File: src/rtl/data_pack.sv
// rtl/data_pack.sv - packs narrow values LSB-first into wide tagged words behind a small output FIFO
module data_pack #(
    parameter int DATA_BITWIDTH = 5,
    parameter int INPUT_SIZE    = 7,
    parameter int FIFO_DEPTH    = 4,
    parameter int DATA_SIZE     = 2**DATA_BITWIDTH
) (
    input  logic                  clk,
    input  logic                  rst,
    input  logic                  valid_in,
    input  logic [INPUT_SIZE-1:0] data_in,
    input  logic                  sop_in,
    input  logic                  eop_in,
    input  logic                  ready_in,
    output logic                  valid_out,
    output logic [DATA_SIZE-1:0]  data_out,
    output logic                  sop_out,
    output logic                  eop_out,
    output logic                  overflow
);

    // Accumulator must hold a not-yet-full word plus one more value.
    localparam int ACC_W = DATA_SIZE + INPUT_SIZE;
    localparam int CNT_W = $clog2(ACC_W + 1);
    localparam int AW    = $clog2(FIFO_DEPTH);
    localparam int ENT_W = DATA_SIZE + 2;

    typedef enum logic [1:0] {IDLE, PACK, FLUSH} state_t;

    state_t                state_q, state_d;
    logic [ACC_W-1:0]      acc_q, acc_d;
    logic [CNT_W-1:0]      cnt_q, cnt_d;
    logic [INPUT_SIZE-1:0] rem_q, rem_d;
    logic                  first_q, first_d;

    logic                  wr_en;
    logic                  wr_sop;
    logic                  wr_eop;
    logic [DATA_SIZE-1:0]  wr_data;

    logic                  take;
    logic                  restart;
    logic                  in_flush;
    logic                  first_now;
    logic [ACC_W-1:0]      base_acc;
    logic [CNT_W-1:0]      base_cnt;
    logic [ACC_W-1:0]      sum_acc;
    logic [CNT_W-1:0]      sum_cnt;

    logic [ENT_W-1:0]      mem_q [FIFO_DEPTH];
    logic [ENT_W-1:0]      mem_d [FIFO_DEPTH];
    logic [AW:0]           wr_ptr_q, wr_ptr_d;
    logic [AW:0]           rd_ptr_q, rd_ptr_d;
    logic                  overflow_q, overflow_d;
    logic                  fifo_empty;
    logic                  fifo_full;
    logic                  rd_fire;
    logic                  push;
    logic [ENT_W-1:0]      head;

    // Packing FSM: decides which values are absorbed and which word (if any) is written this cycle.
    always_comb begin
        state_d   = state_q;
        acc_d     = acc_q;
        cnt_d     = cnt_q;
        rem_d     = rem_q;
        first_d   = first_q;
        wr_en     = 1'b0;
        wr_sop    = 1'b0;
        wr_eop    = 1'b0;
        wr_data   = '0;
        take      = 1'b0;
        restart   = 1'b0;
        in_flush  = 1'b0;

        case (state_q)
            IDLE: begin
                if (valid_in && sop_in) begin
                    take    = 1'b1;
                    restart = 1'b1;
                end
            end
            PACK: begin
                if (valid_in) begin
                    take    = 1'b1;
                    restart = sop_in;
                end
            end
            FLUSH: begin
                // Residual bits of the previous packet go out now; a new sop value may start alongside.
                in_flush = 1'b1;
                wr_en    = 1'b1;
                wr_eop   = 1'b1;
                wr_data  = {{(DATA_SIZE-INPUT_SIZE){1'b0}}, rem_q};
                acc_d    = '0;
                cnt_d    = '0;
                state_d  = IDLE;
                if (valid_in && sop_in) begin
                    take    = 1'b1;
                    restart = 1'b1;
                end
            end
            default: state_d = IDLE;
        endcase

        // A sop value always starts from an empty accumulator, dropping any partial word.
        base_acc  = restart ? '0 : acc_q;
        base_cnt  = restart ? '0 : cnt_q;
        first_now = restart ? 1'b1 : first_q;
        sum_acc   = base_acc | ({{DATA_SIZE{1'b0}}, data_in} << base_cnt);
        sum_cnt   = base_cnt + CNT_W'(INPUT_SIZE);

        if (take) begin
            state_d = PACK;
            if (eop_in && !in_flush) begin
                wr_en   = 1'b1;
                wr_sop  = first_now;
                wr_data = sum_acc[DATA_SIZE-1:0];
                first_d = 1'b0;
                acc_d   = '0;
                cnt_d   = '0;
                if (sum_cnt > CNT_W'(DATA_SIZE)) begin
                    rem_d   = sum_acc[ACC_W-1:DATA_SIZE];
                    state_d = FLUSH;
                end else begin
                    wr_eop  = 1'b1;
                    state_d = sop_in ? PACK : IDLE;
                end
            end else if (sum_cnt >= CNT_W'(DATA_SIZE)) begin
                wr_en   = 1'b1;
                wr_sop  = first_now;
                wr_data = sum_acc[DATA_SIZE-1:0];
                first_d = 1'b0;
                acc_d   = sum_acc >> DATA_SIZE;
                cnt_d   = sum_cnt - CNT_W'(DATA_SIZE);
            end else begin
                acc_d   = sum_acc;
                cnt_d   = sum_cnt;
                first_d = first_now;
            end
        end
    end

    // Output FIFO bookkeeping: a write into a full FIFO only succeeds if the head leaves the same cycle.
    always_comb begin
        fifo_empty = (wr_ptr_q == rd_ptr_q);
        fifo_full  = (wr_ptr_q == {~rd_ptr_q[AW], rd_ptr_q[AW-1:0]});
        rd_fire    = !fifo_empty && ready_in;
        push       = wr_en && (!fifo_full || rd_fire);
        overflow_d = overflow_q | (wr_en && fifo_full && !rd_fire);
        wr_ptr_d   = push ? wr_ptr_q + (AW+1)'(1) : wr_ptr_q;
        rd_ptr_d   = rd_fire ? rd_ptr_q + (AW+1)'(1) : rd_ptr_q;
        mem_d      = mem_q;
        if (push) begin
            mem_d[wr_ptr_q[AW-1:0]] = {wr_sop, wr_eop, wr_data};
        end
    end

    // Head of the FIFO, forced to zero whenever nothing is presented.
    always_comb begin
        head      = mem_q[rd_ptr_q[AW-1:0]];
        valid_out = !fifo_empty;
        sop_out   = valid_out & head[ENT_W-1];
        eop_out   = valid_out & head[ENT_W-2];
        data_out  = valid_out ? head[DATA_SIZE-1:0] : '0;
        overflow  = overflow_q;
    end

    // State, accumulator and FIFO registers.
    always_ff @(posedge clk or negedge rst) begin
        if (!rst) begin
            state_q    <= IDLE;
            acc_q      <= '0;
            cnt_q      <= '0;
            rem_q      <= '0;
            first_q    <= 1'b0;
            wr_ptr_q   <= '0;
            rd_ptr_q   <= '0;
            overflow_q <= 1'b0;
            for (int i = 0; i < FIFO_DEPTH; i++) begin
                mem_q[i] <= '0;
            end
        end else begin
            state_q    <= state_d;
            acc_q      <= acc_d;
            cnt_q      <= cnt_d;
            rem_q      <= rem_d;
            first_q    <= first_d;
            wr_ptr_q   <= wr_ptr_d;
            rd_ptr_q   <= rd_ptr_d;
            overflow_q <= overflow_d;
            mem_q      <= mem_d;
        end
    end

endmodule

File: config.mk
export PLATFORM = sky130hd
export DESIGN_NAME = data_pack
export DESIGN_NICKNAME = d
export VERILOG_FILES = /design/src/rtl/data_pack.sv
export SDC_FILE = /design/constraint.sdc
export NUM_CORES = 1
export LEC_CHECK = 0
export CELL_PAD_IN_SITES_DETAIL_PLACEMENT = 0
export CELL_PAD_IN_SITES_GLOBAL_PLACEMENT = 1
export CORE_AREA = 3 3 192 119
export CTS_CLUSTER_DIAMETER = 100
export DETAILED_ROUTE_END_ITERATION = 10
export DIE_AREA = 0 0 195 122
export PLACE_DENSITY = 0.82
export SKIP_LAST_GASP = 1
export SLEW_MARGIN = 30
export SYNTH_ARGS = -nofsm -noshare
export SYNTH_HDL_FRONTEND = slang
export SYNTH_SLANG_ARGS = --single-unit
File: constraint.sdc
create_clock -name clk -period 3.7 [get_ports clk]
set_input_delay 1.11 -clock clk [delete_from_list [all_inputs] [get_ports clk]]
set_output_delay 1.11 -clock clk [all_outputs]
set_load 0.02 [all_outputs]
After elaboration in Yosys (flattened, before gate mapping) --
Index checks and enable logic that the tools add are counted.
Storage, ports and cells: output and inout port bits 36, bits in registers 198, bits of input ports 13
Cells by class: equal/unequal tests 5, magnitude comparators 5, add/subtract/negate cells 4, multiplexer cells 44, shift operators 1, reduce and logical (&&, ||, !) cells 17, bitwise operators 7
Operators with widths (number):
- two-way mux 39 bit | 5
- bitwise mux 136 bit | 1
- two-way mux 32 bit | 4
- two-way mux 34 bit | 3
- binary-select mux 34 bit (select 2 bit) | 1
- demux 34 bit (select 2 bit) | 1
- OR 39 bit | 1
- << shifter 7 x 6 -> 39 bit | 1
- two-way mux 6 bit | 5
- two-way mux 1 bit | 17
- two-way mux 2 bit | 4
- logical AND 1 bit | 7
- two-way mux 7 bit | 1
- adder 3 x 1 -> 3 bit (second input constant) | 2
- adder 6 x 3 -> 6 bit (second input constant) | 1
- equality test 3 bit | 2
- greater-or-equal comparator 3 bit (second input constant) | 2
- greater-or-equal comparator 6 bit (second input constant) | 1
- > comparator 6 bit (second input constant) | 1
- NOT 2 -> 3 bit | 2
- subtractor 6 bit (second input constant) | 1
- logical NOT 1 bit | 4
- case mux 1 bit (2 select lines) | 2
- OR reduction 2 bit | 2
- other kinds (11) | 12

Depth between registers and ports, before layout --
depth after elaboration 12, depth in mapped cells 13, gate-level depth less buffers 9

Worst setup path before layout --
Ideal clock, no wire load.
path kind input port to flip-flop, from input port sop_in, to register rem_q[3], setup slack 132 ps, buffers on the path 2, required time 3575 ps, stages 11, arrival 3443 ps, path through nand2_1 > nor2_1 > buf_2 > buf_2 > nor2_1 > ha_1 > maj3_1 > o22ai_1 > nand4_1 > inv_2 > mux2_2
Between the ends: longest elaborated chain between the ends 7
RTL lines:
- start, declared | line 12 | input logic sop_in,
- logical AND 1 bit | line 78, 98
- two-way mux 1 bit | line 78, 98
- case mux 1 bit (2 select lines) | line 76 | case (state_q)
- two-way mux 6 bit | line 108 | base_cnt = restart ? '0 : cnt_q;
- adder 6 x 3 -> 6 bit | line 111 | sum_cnt = base_cnt + CNT_W'(INPUT_SIZE);
- > comparator 6 bit | line 122 | if (sum_cnt > CNT_W'(DATA_SIZE)) begin
- AND reduction 3 bit (no line)
- end signal, assigned | line 187 | rem_q <= rem_d;
- end, declared | line 33 | logic [INPUT_SIZE-1:0] rem_q, rem_d;
Several ways; a longest one is shown, not always the timed one. A chain may end at the register's enable or synchronous reset.

Final worst setup path --
from register rd_ptr_q[0], to output port data_out[6]
Between the ends: longest elaborated chain between the ends 5
RTL lines:
- start, declared | line 53 | logic [AW:0] rd_ptr_q, rd_ptr_d;
- start signal, assigned | line 190 | rd_ptr_q <= rd_ptr_d;
- NOT 2 -> 3 bit (not written as such) | line 161 | head = mem_q[rd_ptr_q[AW-1:0]];
- binary-select mux 34 bit (select 2 bit) | line 161
- two-way mux 34 bit (not written as such) (2 in a row) | line 161
- two-way mux 32 bit (*) | line 165 | data_out = valid_out ? head[DATA_SIZE-1:0] : '0;
- end, declared | line 16 | output logic [DATA_SIZE-1:0] data_out,
Every way passes the cells marked *; elsewhere a longest branch is shown, timed or not. The select of a mux whose other input is x is not followed.

==> out/metrics.sh <==
POST-PLACE-CELLS=1341
SYNTH_ENABLE_FLOP_CELLS=0
DETAILROUTE.VIA_COUNT=8198
STDCELL_AREA_SQ_UM=11700
IR_DROP_mV=0.596
POST_CTS.REPAIR.SETUP_BUFFERS=0
FINAL_MAX_SLEW_VIOL_COUNT=0
ROUTED_WIRE_LENGTH_PER_INSTANCE_UM=20.5
CRITICAL_PATH.MAX_FANOUT=11
SYNTH_CELLS=1019
CRITICALPATHCATEGORY='flop to primary output'
SYNTHFLOPTYPE='sky130_fd_sc_hd__dfrtp_1'
FIRST_PASS_GRT_WIRE_LENGTH_UM=45400
REPORT.FINAL.SETUP_VIOL=0
SETUP-TNS-FINAL_NS=0
LEAKAGE_uW=0.00505
REMAINING_DRC_ERRORS=0
DRTPASS1ITERATIONS=5
FILLCELLCOUNT=1872
WORST_SLEW_MARGIN_REL_PCT=43.0
DIEAREA_SQ_UM=23800
YS_SEQ_AREA_SHARE_PCT=48.9
CTS_TREE='built'
FINAL.PERIOD_UTILIZATION_PCT=94.3
SYNTH_ASYNC_SR_FLOP_SHARE_PCT=100
CTS_REPAIR_RESIZE_COUNT=0
IO_PINS=49
WORSTSETUPENDPOINTTYPE='primary output'
SETUP.WORST_PATH.START_CLASS='flop'
STATUS='completed'
ROOT_BUFFER_SELECTED_BY_CTS='sky130_fd_sc_hd__clkbuf_16'
HOLD_VIOLATIONS=0
SYNTH_CELL_TYPE_COUNT=80
PLACE_CONGESTION=0.909
FINAL_CELL_COUNT_NO_FILL=1372
TOTAL_OF_WARNINGS_RAISED_BY_YOSYS=0
CP.REQUIRED_NS=2.59
POWER.DENSITY_CELL_AREA_nW_PER_UM2=587
AVGSYNTHCELLAREA_SQ_UM=9.95
LAYOUT_MIN_CYCLE_TIME_NS=3.49
PORT_BUFFERS=48
TIGHTEST_SLEW_NS=0.848
ANT_NETS=0
GRT_SETUP_UNREPAIRED='false'
SYNTH_AREA_SQ_UM=10100
FIRST_ITER_VIOLATIONS=778
MAPPEDNETLISTNETS=1038
VIA_COUNT_OF_THE_FIRST_GLOBAL_ROUTING_PASS=7774
HORIZONTAL_EXTENT_OF_THE_DIE_UM=195
SYNTHTOLAYOUTAREAGROWTH_PCT=15.9
GRT_USE_TOTAL_PCT=24.4
FINAL.SETUP_SKEW_NS=0.0131
CTS_BUFFERS=17
NUMCLOCKSINKS=198
FMAX_MHz=287
CLKTRANSATPATHREGS_NS=0.08
DIE_H_UM=122
ROUTE.DETAILED.VIAS_PER_INST=5.98
INITIAL_UTILIZATION_PCT=48.2
COREAREA_SQ_UM=21000
CLOCK_TREE.HTREE_LEVEL_COUNT=4
FINALNETCOUNT=1100
CRITICAL_PATH_ARRIVAL_NS=2.38
HOLD_BUFFERS=0
DP_HPWL_UM=20300
SYNTH_SEQ_CELLS=198
ANTENNA-DIODE-COUNT=0
PLACED_AREA_SQ_UM=11200
HP-CLASS='flop to flop'
CLOCK_PATH_BUFFERS=2
WORST_SKEW_PAIR.LATE_LATENCY_NS=0.44
LAYOUT-DRIVE-GT1-SHARE_PCT=15.1
MAXCAPVIOLATIONS=0
GRT_START_MAX_NET_PINS=70
FLOORPLAN.ROWS=41
GLOBALROUTE.TOTALOVERFLOW=0
ROUTED_WL_UM=28200
ANTENNA_VIOLATIONS_BEFORE_REPAIR=0
through the flow:
step | power, uW | utilization (%) | hold WS, ns | setup WS, ns
floorplan | 4230 | - | 0.444 | 0.132
global placement | 5120 | 53.3 | 0.447 | 0.0577
detailed placement | 5150 | 53.3 | 0.447 | 0.0615
CTS | 6890 | 55.8 | 0.465 | 0.167
global route | 7270 | 55.8 | 0.486 | 0.114
finish | 6890 | 55.8 | 0.459 | 0.210
cells in the mapped netlist, drive strengths merged (4+ instances only):
cell	count	area share, %
a21oi	45	2.3
a22o	25	2.2
a22oi	13	1.0
a31oi	6	0.37
a32o	4	0.40
and2	51	3.2
and3	6	0.37
buf	42	2.3
clkbuf	26	0.98
dfrtp	198	49
ha	6	0.74
inv	10	0.37
mux2	7	0.78
mux2i	10	0.99
mux4	35	7.8
nand2	195	7.3
nand3	5	0.25
nor2	50	1.9
nor2b	7	0.43
nor3	9	0.44
o211ai	6	0.49
o21ai	167	8.3
o22ai	11	0.68
o31ai	9	0.67
xnor2	7	0.79
cell usage in the layout, fill, tap and decap left out, types with 8 or more instances in the layout:
cell type	synthesis	layout
sky130_fd_sc_hd__o21ai_0	141	141
sky130_fd_sc_hd__nor2_1	49	48
sky130_fd_sc_hd__mux2i_1	10	10
sky130_fd_sc_hd__dfrtp_1	198	197
sky130_fd_sc_hd__a22o_1	25	25
sky130_fd_sc_hd__clkbuf_16	0	17
sky130_fd_sc_hd__mux4_2	35	35
sky130_fd_sc_hd__buf_4	4	56
sky130_fd_sc_hd__o31ai_1	9	9
sky130_fd_sc_hd__nor3_1	9	9
sky130_fd_sc_hd__clkdlybuf4s50_1	0	47
sky130_fd_sc_hd__o21ai_1	24	23
sky130_fd_sc_hd__a21oi_1	44	44
sky130_fd_sc_hd__inv_1	8	8
sky130_fd_sc_hd__nand2_1	192	190
sky130_fd_sc_hd__a22oi_1	12	12
sky130_fd_sc_hd__and2_1	50	50
sky130_fd_sc_hd__o22ai_1	11	11
critical path, cell delays in order (launching register included):
cell	delay, ns
sky130_fd_sc_hd__dfrtp_2	0.40
sky130_fd_sc_hd__buf_4	0.25
sky130_fd_sc_hd__mux4_2	0.57
sky130_fd_sc_hd__and2_1	0.18
sky130_fd_sc_hd__clkdlybuf4s50_1	0.53
report_power, final:
group / switching (uW) / internal [uW] / total, uW
Clock: 874 / 888 / 1760
Sequential: 232 / 2490 / 2720
Combinational: 1360 / 1040 / 2400
per-layer routing:
metal,vias up,wire [um],track usage (%)
met5,-,0,0
met4,0,355,5.79
met3,29,2540,6.69
met2,324,11600,33.5
met1,4073,13700,38.0
li1,3772,-,-
logic make-up (layout without fill, tap and decap cells):
logic type	Yosys count	after routing	share of synthesized area, %
AND/OR/NAND/NOR	352	352	16.1
buffers and inverters	78	152	3.69
adder cells (fa/ha/maj)	7	7	0.839
AO/OA/AOI/OAI	323	323	19.9
flip-flops	198	198	48.9
multiplexers	52	52	9.54
XOR/XNOR	9	9	0.963
final timing paths:
path	startpoint	to	slack, ns	cells after the start
max in group asynchronous	rst	mem_q[133]$_DFFE_PN0P_	2.16	2
worst max-delay path	rd_ptr_q[0]$_DFFE_PN0P_	data_out[6]	0.21	4
worst max register to register	cnt_q[2]$_DFFE_PN0P_	mem_q[55]$_DFFE_PN0P_	0.76	6
worst min-delay path	overflow$_DFF_PN0_	overflow$_DFF_PN0_	0.46	1
worst min register to register	overflow$_DFF_PN0_	overflow$_DFF_PN0_	0.46	1
min in group asynchronous	rst	mem_q[91]$_DFFE_PN0P_	0.66	1
registers in the layout, summed over array words and instances, names as in the netlist:
| name | cells |
|---|---|
| mem_q | 136 |
| acc_q | 39 |
| rem_q | 7 |
| cnt_q | 6 |
| rd_ptr_q | 3 |
| wr_ptr_q | 3 |
| state_q | 2 |
| first_q | 1 |
| overflow | 1 |
final cells by class:
class	count	area, sq um	share of cell area, %
clock buffer	19	443	3.77
clock inverter	12	93.8	0.799
inverter	10	37.5	0.320
multi-input combinational	743	4820	41.0
sequential	198	4960	42.2
tap	279	349	2.97
timing repair buffer	111	1040	8.90
Power figures use the tool's default switching activity.
